## src/rtl/dn_sink.sv

```systemverilog
// dn_sink - receiver for the boot/download byte stream.
//
// Bytes strobed in while a download session is active are buffered in a
// small FIFO. A three-state write engine (IDLE / WRITE / EXEC) then commits
// them to system RAM through a request/acknowledge port. The CPU is held in
// reset while a session, a drain or an execute is outstanding. Once the
// last byte has been committed, a one-cycle execute command is issued.
//
// Ports:
//   clk_sys        in   system clock, rising edge
//   reset_n        in   asynchronous active-low reset
//   dn_go          in   download session active (level)
//   dn_wr          in   one-cycle byte strobe, honoured only while dn_go=1
//   dn_addr        in   [ADDR_W]   target address of the strobed byte
//   dn_data        in   [8]        byte value
//   execute_addr   in   [ADDR_W]   start address, sampled with execute_enable
//   execute_enable in   one-cycle execute request
//   mem_req        out  write request, held until mem_ack
//   mem_addr       out  [ADDR_W]   write address, stable while mem_req=1
//   mem_dout       out  [8]        write data, stable while mem_req=1
//   mem_ack        in   one-cycle write completion
//   cpu_hold       out  keeps the CPU in reset (registered)
//   exec_valid     out  one-cycle execute command
//   exec_addr      out  [ADDR_W]   jump address, held until the next exec
//   overflow       out  sticky: a byte was dropped this session
//   byte_count     out  [ADDR_W+1] bytes accepted this session, saturating
module dn_sink #(
  parameter int ADDR_W     = 16,
  parameter int FIFO_DEPTH = 4
) (
  input  logic              clk_sys,
  input  logic              reset_n,
  input  logic              dn_go,
  input  logic              dn_wr,
  input  logic [ADDR_W-1:0] dn_addr,
  input  logic [7:0]        dn_data,
  input  logic [ADDR_W-1:0] execute_addr,
  input  logic              execute_enable,
  output logic              mem_req,
  output logic [ADDR_W-1:0] mem_addr,
  output logic [7:0]        mem_dout,
  input  logic              mem_ack,
  output logic              cpu_hold,
  output logic              exec_valid,
  output logic [ADDR_W-1:0] exec_addr,
  output logic              overflow,
  output logic [ADDR_W:0]   byte_count
);

  localparam int PTR_W   = $clog2(FIFO_DEPTH);
  localparam int ENTRY_W = ADDR_W + 8;
  localparam logic [PTR_W:0]  PTR_ONE = 1;
  localparam logic [ADDR_W:0] CNT_ONE = 1;

  typedef enum logic [1:0] {
    S_IDLE  = 2'd0,
    S_WRITE = 2'd1,
    S_EXEC  = 2'd2
  } state_t;

  state_t state_q, state_d;

  // FIFO: pointers carry one extra wrap bit to tell full from empty.
  logic [ENTRY_W-1:0] fifo_mem [FIFO_DEPTH];
  logic [PTR_W:0]     wr_ptr_q, wr_ptr_d;
  logic [PTR_W:0]     rd_ptr_q, rd_ptr_d;
  logic               fifo_empty, fifo_full;
  logic [ENTRY_W-1:0] head;

  logic               push, drop, pop;
  logic               go_rise;
  logic               load_exec;

  logic               dn_go_q;
  logic               exec_pending_q, exec_pending_d;
  logic [ADDR_W-1:0]  exec_latch_q;
  logic [ADDR_W-1:0]  exec_addr_q, exec_addr_d;
  logic [ADDR_W-1:0]  mem_addr_q, mem_addr_d;
  logic [7:0]         mem_dout_q, mem_dout_d;
  logic               overflow_q, overflow_d;
  logic [ADDR_W:0]    byte_count_q, byte_count_d;
  logic               cpu_hold_q, cpu_hold_d;

  assign fifo_empty = (wr_ptr_q == rd_ptr_q);
  assign fifo_full  = (wr_ptr_q[PTR_W] != rd_ptr_q[PTR_W]) &&
                      (wr_ptr_q[PTR_W-1:0] == rd_ptr_q[PTR_W-1:0]);
  assign head       = fifo_mem[rd_ptr_q[PTR_W-1:0]];

  // A pop in the same cycle frees a slot, so a full FIFO still accepts.
  assign push    = dn_go && dn_wr && (!fifo_full || pop);
  assign drop    = dn_go && dn_wr && !push;
  assign go_rise = dn_go && !dn_go_q;

  // ---------------- FSM: state register ----------------
  always_ff @(posedge clk_sys or negedge reset_n) begin
    if (!reset_n) begin
      state_q <= S_IDLE;
    end else begin
      state_q <= state_d;
    end
  end

  // ---------------- FSM: next state ----------------
  always_comb begin
    state_d = state_q;
    case (state_q)
      S_IDLE: begin
        if (!fifo_empty) begin
          state_d = S_WRITE;
        end else if (exec_pending_q && !dn_go) begin
          state_d = S_EXEC;
        end
      end
      S_WRITE: begin
        if (mem_ack && fifo_empty) begin
          state_d = S_IDLE;
        end
      end
      S_EXEC:  state_d = S_IDLE;
      default: state_d = S_IDLE;
    endcase
  end

  // ---------------- FSM: outputs ----------------
  // mem_req is exactly "in WRITE": entering WRITE always loads a byte and
  // leaving it always follows the final ack.
  always_comb begin
    pop        = 1'b0;
    mem_req    = 1'b0;
    exec_valid = 1'b0;
    load_exec  = 1'b0;
    case (state_q)
      S_IDLE: begin
        pop       = !fifo_empty;
        load_exec = (state_d == S_EXEC);
      end
      S_WRITE: begin
        mem_req = 1'b1;
        pop     = mem_ack && !fifo_empty;
      end
      S_EXEC: begin
        exec_valid = 1'b1;
      end
      default: begin
        pop = 1'b0;
      end
    endcase
  end

  // ---------------- datapath next-state ----------------
  always_comb begin
    wr_ptr_d       = push ? (wr_ptr_q + PTR_ONE) : wr_ptr_q;
    rd_ptr_d       = pop  ? (rd_ptr_q + PTR_ONE) : rd_ptr_q;

    mem_addr_d     = mem_addr_q;
    mem_dout_d     = mem_dout_q;
    if (pop) begin
      mem_addr_d = head[ENTRY_W-1:8];
      mem_dout_d = head[7:0];
    end

    // A new request landing in the EXEC cycle must survive the clear.
    exec_pending_d = exec_pending_q;
    if (state_q == S_EXEC) begin
      exec_pending_d = 1'b0;
    end
    if (execute_enable) begin
      exec_pending_d = 1'b1;
    end

    exec_addr_d    = load_exec ? exec_latch_q : exec_addr_q;

    if (go_rise) begin
      byte_count_d = push ? CNT_ONE : '0;
      overflow_d   = drop;
    end else begin
      byte_count_d = byte_count_q;
      if (push && (byte_count_q != '1)) begin
        byte_count_d = byte_count_q + CNT_ONE;
      end
      overflow_d = overflow_q || drop;
    end

    cpu_hold_d = dn_go || !fifo_empty || mem_req || exec_pending_q ||
                 (state_q == S_EXEC);
  end

  // ---------------- control / output registers ----------------
  always_ff @(posedge clk_sys or negedge reset_n) begin
    if (!reset_n) begin
      wr_ptr_q       <= '0;
      rd_ptr_q       <= '0;
      dn_go_q        <= 1'b0;
      exec_pending_q <= 1'b0;
      exec_addr_q    <= '0;
      mem_addr_q     <= '0;
      mem_dout_q     <= '0;
      overflow_q     <= 1'b0;
      byte_count_q   <= '0;
      cpu_hold_q     <= 1'b1;
    end else begin
      wr_ptr_q       <= wr_ptr_d;
      rd_ptr_q       <= rd_ptr_d;
      dn_go_q        <= dn_go;
      exec_pending_q <= exec_pending_d;
      exec_addr_q    <= exec_addr_d;
      mem_addr_q     <= mem_addr_d;
      mem_dout_q     <= mem_dout_d;
      overflow_q     <= overflow_d;
      byte_count_q   <= byte_count_d;
      cpu_hold_q     <= cpu_hold_d;
    end
  end

  // ---------------- storage (no reset needed) ----------------
  // FIFO contents and the latched start address are only ever read after
  // a push / execute_enable has written them.
  always_ff @(posedge clk_sys) begin
    if (push) begin
      fifo_mem[wr_ptr_q[PTR_W-1:0]] <= {dn_addr, dn_data};
    end
    if (execute_enable) begin
      exec_latch_q <= execute_addr;
    end
  end

  assign mem_addr   = mem_addr_q;
  assign mem_dout   = mem_dout_q;
  assign exec_addr  = exec_addr_q;
  assign overflow   = overflow_q;
  assign byte_count = byte_count_q;
  assign cpu_hold   = cpu_hold_q;

endmodule

```

## config.mk

```make
export PLATFORM = sky130hd
export DESIGN_NAME = dn_sink
export DESIGN_NICKNAME = d
export VERILOG_FILES = /design/src/rtl/dn_sink.sv
export SDC_FILE = /design/constraint.sdc
export NUM_CORES = 1
export LEC_CHECK = 0
export CORE_AREA = 2 2 137 139
export DETAILED_ROUTE_END_ITERATION = 16
export DIE_AREA = 0 0 139 141
export SYNTH_ARGS = -nofsm -noshare
export SYNTH_HDL_FRONTEND = slang
export SYNTH_SLANG_ARGS = --single-unit
```

## constraint.sdc

```tcl
create_clock -name clk_sys -period 5.15 [get_ports clk_sys]
set_input_delay 0.515 -clock clk_sys [delete_from_list [all_inputs] [get_ports clk_sys]]
set_output_delay 0.515 -clock clk_sys [all_outputs]
set_load 0.005 [all_outputs]
```

==> qor.yml <==
die:
  ioPinCount: 107
  rows: 50
  coreArea_um2: 18270
  dieArea_um2: 19600
  die_h_um: 141
  dieWidth_um: 139
  start_util: 0.3889
detailed_routing:
  drt-vias-per-instance: 5.188
  drc: 0
  drt_iter0_drc: 221
  drtAntennaViolNets: 0
  firstDrtPassIters: 4
  vias: 3891
  routedWlPerCell_um: 18.04
  wirelength_mm: 13.53
place:
  gp_congestion: 0.7773
  io_buffers: 106
  dp.final_hpwl_mm: 8.560
synth:
  synth_top_area_frac: 0.4734
  synth_warnings: 0
  synth_cell_type_count: 44
  synth_most_common_cell: "edfxtp_1"
  ys_ff_latch: 181
  synth.area.top_cells: "edfxtp_1, dfrtp_1, mux4_2, mux2_2, buf_6"
  syn_area_per_cell_um2: 18.31
  netlist_area_um2: 7104
  synth_ff_type: "edfxtp_1"
  async_flop_share: 0.3812
  synth_nets: 441
  synth_top_area_cell: "edfxtp_1"
  synthTopCellsByCount: "edfxtp_1, dfrtp_1, mux2_2, mux4_2, a21oi_1"
  synth_cells: 388
  ys_seq_area_frac: 0.7166
  synth_edf_count: 112
worst_setup_path:
  crit_type: "reg -> reg"
  path_buf_inv: 1
  start_kind: "register"
  cpPeakStageDelay_ns: 0.99
  critPathSlowestCell: "dfrtp_2"
  crit_required_ns: 5.44
  worstReg2RegStart: "rd_ptr_q[0]"
  rr_worst_depth: 5
  endpoint_kind: "register"
  crit_family: "flip-flops"
  r2r_end: "wr_ptr_q[2]"
  crit_chain: "xnor2_1 -> o2111ai_1 -> and3_1 -> buf_4 -> xor2_1"
  cp_data_arrival_time_ns: 3.02
  worst-path-max-fanout: 28
  rrSetupSlack_ns: 2.41
cts:
  path_clk_slew_ns: 0.06
  cts_tree: "yes"
  post_cts_resize_count: 0
  ctsHtreeMaxLevel: 4
  insertion_delay_ns: 0.42
  cts_hold_buf: 0
  cts-root-buf: "clkbuf_16"
  clock_sinks: 181
  cts_buffers: 17
  post-cts-setup-buffers: 0
  clockBufferDepth: 2
timing:
  worst_slew_pin_slew_ns: 1.188
  rsz0062_at_grt: "no"
  finalMaxSlewViolations: 0
  tns_ns: 0
  fin_skew_ns: 0.01170
  max_freq_mhz: 365.5
  period_share: 0.5312
  maxSlewHeadroom: 0.2064
  final-setup-viol-count: 0
  hold_viol: 0
  final.min_clock_period_ns: 2.736
global_routing:
  grt_antenna_before_repair: 0
  grt_pass1_wl_mm: 21.38
  grt_use_total: 0.1431
  grt_pass1_vias: 3989
  grt-ovfl-total: 0
  grt_max_degree: 70
layout:
  drive_gt1_frac: 0.1996
  post-route-util: 0.4882
  fin_nets: 556
  syn_to_final_growth_pct: 25.54
  fill_cells: 1519
  diodes: 0
power_and_ir_drop:
  powerDensity_nw_per_um2: 514.8
  power_uw: 4592
  p_leak_uw: 0.003229
  max-vdd-ir-drop_uv: 300.9
hold_path:
  hp-class: "in -> async"
flow_run:
  cap_viol_max_count: 0
outcome:
  status: "completed"
[placed cells by master, fill, tap and decap left out, types with 2 or more instances in the layout]
cell type,synthesis,layout
o211ai_1,2,2
nand2b_1,5,5
or4_1,11,11
mux4_2,24,24
dfrtp_1,68,67
clkinv_4,0,2
inv_6,0,3
and2_1,2,2
a21oi_1,14,14
o21ai_1,2,2
nor2_1,6,6
nand4_1,3,3
nor2b_1,3,3
xnor2_1,4,4
clkinvlp_4,0,2
and3_1,7,7
xor2_1,4,4
mux2_2,35,35
edfxtp_1,112,112
clkbuf_16,0,17
o31ai_1,11,11
ha_1,7,7
clkbuf_8,0,2
clkbuf_1,6,4
nand2_1,8,8
clkdlybuf4s50_1,0,105
buf_4,0,8
mux2_1,6,6
o21ai_0,4,4
nand3_1,11,11
inv_1,5,5
[final cells by class]
type                       instances  area, µm²  area share
clock inverter                     9      67.56    0.007576
timing repair buffer             113       1111      0.1246
multi-input combinational        185       1868      0.2095
inverter                           5      18.77    0.002104
sequential                       181       5092      0.5710
clock buffer                      23      467.9     0.05247
tap                              234      292.8     0.03283
[logic make-up after synthesis]
family | share of synthesized area
fa+ha+maj | 0.01233
flops | 0.7166
buf+inv | 0.02043
mux | 0.1425
xor+xnor | 0.01444
simple gates | 0.05354
compound gates | 0.04016
[flip-flops by register name (all words and copies together) (netlist names)]
| name | flops |
|---|---|
| fifo_mem | 96 |
| exec_latch_q | 16 |
| byte_count | 17 |
| rd_ptr_q | 3 |
| mem_dout | 8 |
| exec_pending_q | 1 |
| overflow | 1 |
| state_q | 2 |
| mem_addr | 16 |
| exec_addr | 16 |
| wr_ptr_q | 3 |
| dn_go_q | 1 |
| cpu_hold | 1 |
[power by group]
part	leakage, µW	internal [µW]	switching (µW)
registers	0.00190	1850	215
logic	0.00107	819	528
clock network	0.000256	647	528
[metal layers]
layer / track usage / part of all wire
met3: 0.04688 / 0.055
met1: 0.1874 / 0.46
met2: 0.2269 / 0.48
met4: 0.04891 / 0.0062
met5: 0 / 0
[worst max path at each step]
stage,from,to,depth (start not counted)
6_report,rd_ptr_q[0],wr_ptr_q[2],5
5_1_grt,rd_ptr_q[0],wr_ptr_q[2],5
4_1_cts,rd_ptr_q[0],wr_ptr_q[2],5
3_5_place_dp,rd_ptr_q[0],fifo_mem[1][8],4
3_3_place_gp,rd_ptr_q[0],fifo_mem[3][8],4
2_1_floorplan,byte_count[0],byte_count[11],10
[metrics by stage]
stage	setup slack, ns	std cells	instance area, µm²	hold WS (ns)
floorplan	2.764	388	7104	0.2194
global placement	2.411	718	8383	0.4502
detailed placement	2.381	718	8383	0.4552
CTS	2.369	750	8919	0.2617
global route	2.113	750	8919	0.2999
finish	2.414	750	8919	0.2145
No activity file was read; power rests on OpenSTA's default activity.
